## src/rtl/vc_arbiter.sv

```systemverilog
// Two-VC pop arbiter: strict VC0 priority, registered mux select/valid aligned to the FIFO pop delay.
// Optional starvation guard for VC1 enabled by defining VC_STARVE_GUARD_EN.
module vc_arbiter #(
  parameter int unsigned STARVE_LIMIT = 4
) (
  input  logic       clk,
  input  logic       reset,
  input  logic       vc0_empty,
  input  logic       vc1_empty,
  input  logic       dst_almost_full,
  output logic       pop_VC0,
  output logic       pop_VC1,
  output logic       selector,
  output logic       valid_out,
  output logic [1:0] state
);

  typedef enum logic [1:0] {
    IDLE  = 2'd0,
    SRV0  = 2'd1,
    SRV1  = 2'd2,
    PAUSE = 2'd3
  } state_t;

  state_t state_q;
  state_t state_d;
  logic   pop_ok;
  logic   starve_hit;

  assign pop_ok = !reset && !dst_almost_full;

`ifdef VC_STARVE_GUARD_EN
  logic [3:0] starve_cnt;

  assign starve_hit = (starve_cnt == STARVE_LIMIT[3:0]);

  // Counts VC0 grants taken while VC1 is waiting; saturates so it never wraps past the limit.
  always_ff @(posedge clk) begin
    if (reset) begin
      starve_cnt <= 4'd0;
    end else if (vc1_empty || pop_VC1) begin
      starve_cnt <= 4'd0;
    end else if (pop_VC0 && (starve_cnt != 4'hF)) begin
      starve_cnt <= starve_cnt + 4'd1;
    end
  end
`else
  assign starve_hit = 1'b0;
`endif

  always_comb begin
    pop_VC0 = 1'b0;
    pop_VC1 = 1'b0;
    state_d = IDLE;
    if (pop_ok) begin
      if (starve_hit && !vc1_empty) begin
        pop_VC1 = 1'b1;
      end else if (!vc0_empty) begin
        pop_VC0 = 1'b1;
      end else if (!vc1_empty) begin
        pop_VC1 = 1'b1;
      end
    end
    if (dst_almost_full) begin
      state_d = PAUSE;
    end else if (pop_VC0) begin
      state_d = SRV0;
    end else if (pop_VC1) begin
      state_d = SRV1;
    end
  end

  // Select and valid follow the grant by one cycle, matching the FIFO read latency.
  always_ff @(posedge clk) begin
    if (reset) begin
      state_q   <= IDLE;
      selector  <= 1'b0;
      valid_out <= 1'b0;
    end else begin
      state_q   <= state_d;
      valid_out <= pop_VC0 || pop_VC1;
      if (pop_VC0) begin
        selector <= 1'b0;
      end else if (pop_VC1) begin
        selector <= 1'b1;
      end
    end
  end

  assign state = state_q;

endmodule

```

## config.mk

```make
export PLATFORM = sky130hd
export DESIGN_NAME = vc_arbiter
export DESIGN_NICKNAME = d
export VERILOG_FILES = /design/src/rtl/vc_arbiter.sv
export SDC_FILE = /design/constraint.sdc
export NUM_CORES = 1
export LEC_CHECK = 0
export CAP_MARGIN = 30
export CORE_AREA = 2 2 39 41
export DETAILED_ROUTE_END_ITERATION = 10
export DIE_AREA = 0 0 41 43
export PLACE_DENSITY = 0.41
export SYNTH_ARGS = -nofsm -noshare
export SYNTH_HDL_FRONTEND = slang
export SYNTH_SLANG_ARGS = --single-unit
```

## constraint.sdc

```tcl
create_clock -name clk -period 0.8 [get_ports clk]
set_clock_uncertainty 0.05 [all_clocks]
set_input_delay 0.08 -clock clk [delete_from_list [all_inputs] [get_ports clk]]
set_output_delay 0.08 -clock clk [all_outputs]
set_load 0.02 [all_outputs]
```

==> metrics.md <==
| Metric | Value |
|---|---|
| Status | `complete, no violations` |
| Gr usage total | `6.73%` |
| Slowest-stage cell, CP | `dfxtp_2` |
| Largest area contributor in the netlist | `dfxtp_1` |
| Relative slew slack | `89.0%` |
| Post-route ant nets | `0` |
| Filler Cell Count | `147` |
| IO buf count | `10` |
| Total grt overflow | `0` |
| Top post-synthesis cells by area | `dfxtp_1 57%, a21oi_1 7.1%, nor3_1 7.1%` |
| Clock Sinks | `4` |
| Post-Syn Area | `141 um^2` |
| Largest net degree at the start of global routing | `5` |
| Largest stage delay on the critical path | `0.31 ns` |
| Crit Path Max Fanout | `2` |
| Period utilization | `100%` |
| Max frequency | `1250 MHz` |
| Power per cell area | `1770 nW/um^2` |
| Post-layout net count | `39` |
| VDD IR max | `0.376 mV` |
| Setup crit end kind | `primary output` |
| Logic pwr share | `20.7%` |
| GRT met1 Usage | `7.40%` |
| Final RePlAce weighted congestion | `0.553` |
| Routed WL per cell | `8.75 um` |
| Initial DRC Count | `3` |
| Buf/Inv on CP | `1` |
| Placed cells | `45` |
| Commonest non-fill, non-tap cell in the layout | `buf_4` |
| Clock latency on the worst-skew pair | `0.23 ns` |
| Setup_tns | `0 ns` |
| Critical path class | `reg2out` |
| Die area | `1760 um^2` |
| Final Hold Fails | `0` |
| Core region area | `1380 um^2` |
| Sequential cell area | `85.1 um^2` |
| Syn nets | `19` |
| Ant. Diodes | `0` |
| Syn_area_per_cell | `10.1 um^2` |
| Final WL | `420 um` |
| CTS Hold Bufs | `0` |
| Core Rows | `14` |
| Minimum clock period | `0.800 ns` |
| Final Instance Count excl. Fillers | `48` |
| RSZ-0062 raised after global routing | `true` |
| Area after DPL | `304 um^2` |
| Die width | `41 um` |
| FF+latch count, synth | `4` |
| Initial Utilization | `10.2%` |
| CTS clk-pin slew, worst paths | `0.04 ns` |
| Distinct cells, synth | `9` |
| Slew Viols, Final | `0` |
| Final Setup Violations | `0` |
| Area of the multi-input gates | `75.1 um^2` |
| Worst hold path type | `in2reg` |
| Startpoint Class | `flop` |
| Layout area overhead | `137%` |
| Vias per cell | `3.44` |
| Clock network power share | `42.0%` |
| Detailed placement HPWL | `308 um` |
| Initial antenna violation count | `0` |
| WHS | `0.0519 ns` |
| Fraction of layout cells with a size suffix above 1 | `78.1%` |
| Register area share after synthesis | `56.6%` |
| Max-Cap Viols | `0` |
| First-pass GRT wire length | `696 um` |
| CTS Buffer Depth | `2` |
| H-tree levels | `1` |
| Root Buffer | `clkbuf_4` |
| Pint | `0.451 mW` |
| Ports | `11` |
| Leak | `0.156 nW` |
| Syn Inst Count | `14` |
| Met2 Resource Use GR | `5.63%` |
| CP arrival | `0.67 ns` |
| CTS buffer count | `3` |
| Vias in the first global route | `177` |
| Die Ht | `43 um` |
| Worst-Margin Slew | `0.164 ns` |
| Commonest non-fill, non-tap cells in the layout | `7 x buf_4, 5 x buf_6, 4 x dfxtp_2` |
| Vias | `165` |
| Reg power frac | `37.3%` |
| Switch share | `24.0%` |
| CTS tree | `done` |
| WP data required | `0.67 ns` |
| Drc violations | `0` |
| Met3 usage | `8.90%` |
| Final Cell Area | `335 um^2` |
| TritonRoute pass-1 iters | `2` |
| Switching power | `0.142 mW` |
| Busiest grt layer | `met3` |
| CP Cell Sequence | `buf_6` |
| Yosys warns | `0` |
| Synth top area share | `56.6%` |
| Crit path max-delay family | `flip-flops` |
==> power by group through the flow <==
stage,combinational (mW),clock [mW],sequential [mW]
4_1_cts,0.119,0.265,0.220
5_1_grt,0.133,0.286,0.222
6_report,0.123,0.249,0.221
2_1_floorplan,0.0237,0,0.235
3_5_place_dp,0.122,0,0.219
3_3_place_gp,0.122,0,0.219
==> sequential cells by signal (all words and copies together), names as in the netlist <==
register,flops
valid_out,1
state,2
selector,1
==> final timing paths <==
| path | depth (start not counted) | from | slack [ns] | endpoint |
|---|---|---|---|---|
| worst max register to register | 2 | selector | 0.07 | selector |
| worst min register to register | 2 | selector | 0.56 | selector |
| worst min-delay path | 3 | vc1_empty | 0.05 | valid_out |
| worst max-delay path | 1 | selector | 0.0001 | selector |
==> per-stage QoR <==
step                setup WS [ns]  utilization, %  total power [mW]
global route              -0.0378            24.2             0.641
floorplan                  0.0102               -             0.259
detailed placement         -0.742            22.0             0.341
global placement           -0.738            22.0             0.341
finish                   0.000124            24.2             0.593
CTS                       -0.0131            23.5             0.604
==> timing repair <==
item	CTS	global route
setup buffers	0	0
gates cloned	0	0
endpoints found under the setup margin	9	6
pin swaps	2	2
gates resized for setup	50	5
==> metal layers <==
| metal | vias to the layer above | wire (um) |
|---|---|---|
| met1 | 64 | 190 |
| met5 | - | 0 |
| met4 | 0 | 4 |
| met3 | 2 | 98 |
| met2 | 13 | 126 |
| li1 | 86 | - |
==> synthesized netlist by cell type, drive strengths merged <==
cell type  n
a211oi     1
a21oi      2
dfxtp      4
inv        1
nand2b     1
nor2       1
nor3       3
o21ba      1
==> cell type report <==
| type | instances | area share, % |
|---|---|---|
| timing repair buffer | 15 | 38.4 |
| sequential | 4 | 25.4 |
| multi-input combinational | 9 | 22.4 |
| clock buffer | 3 | 6.72 |
| tap | 16 | 5.97 |
| inverter | 1 | 1.12 |
==> cells by family after synthesis <==
group                  after synthesis  share of synthesized area (%)
DFF                                  4                           56.6
and+or+nand+nor                      5                           21.2
AOI/OAI and AO/OA                    4                           19.5
buffers and inverters                1                           2.65
Note: power is estimated with default switching activity, not from simulation.
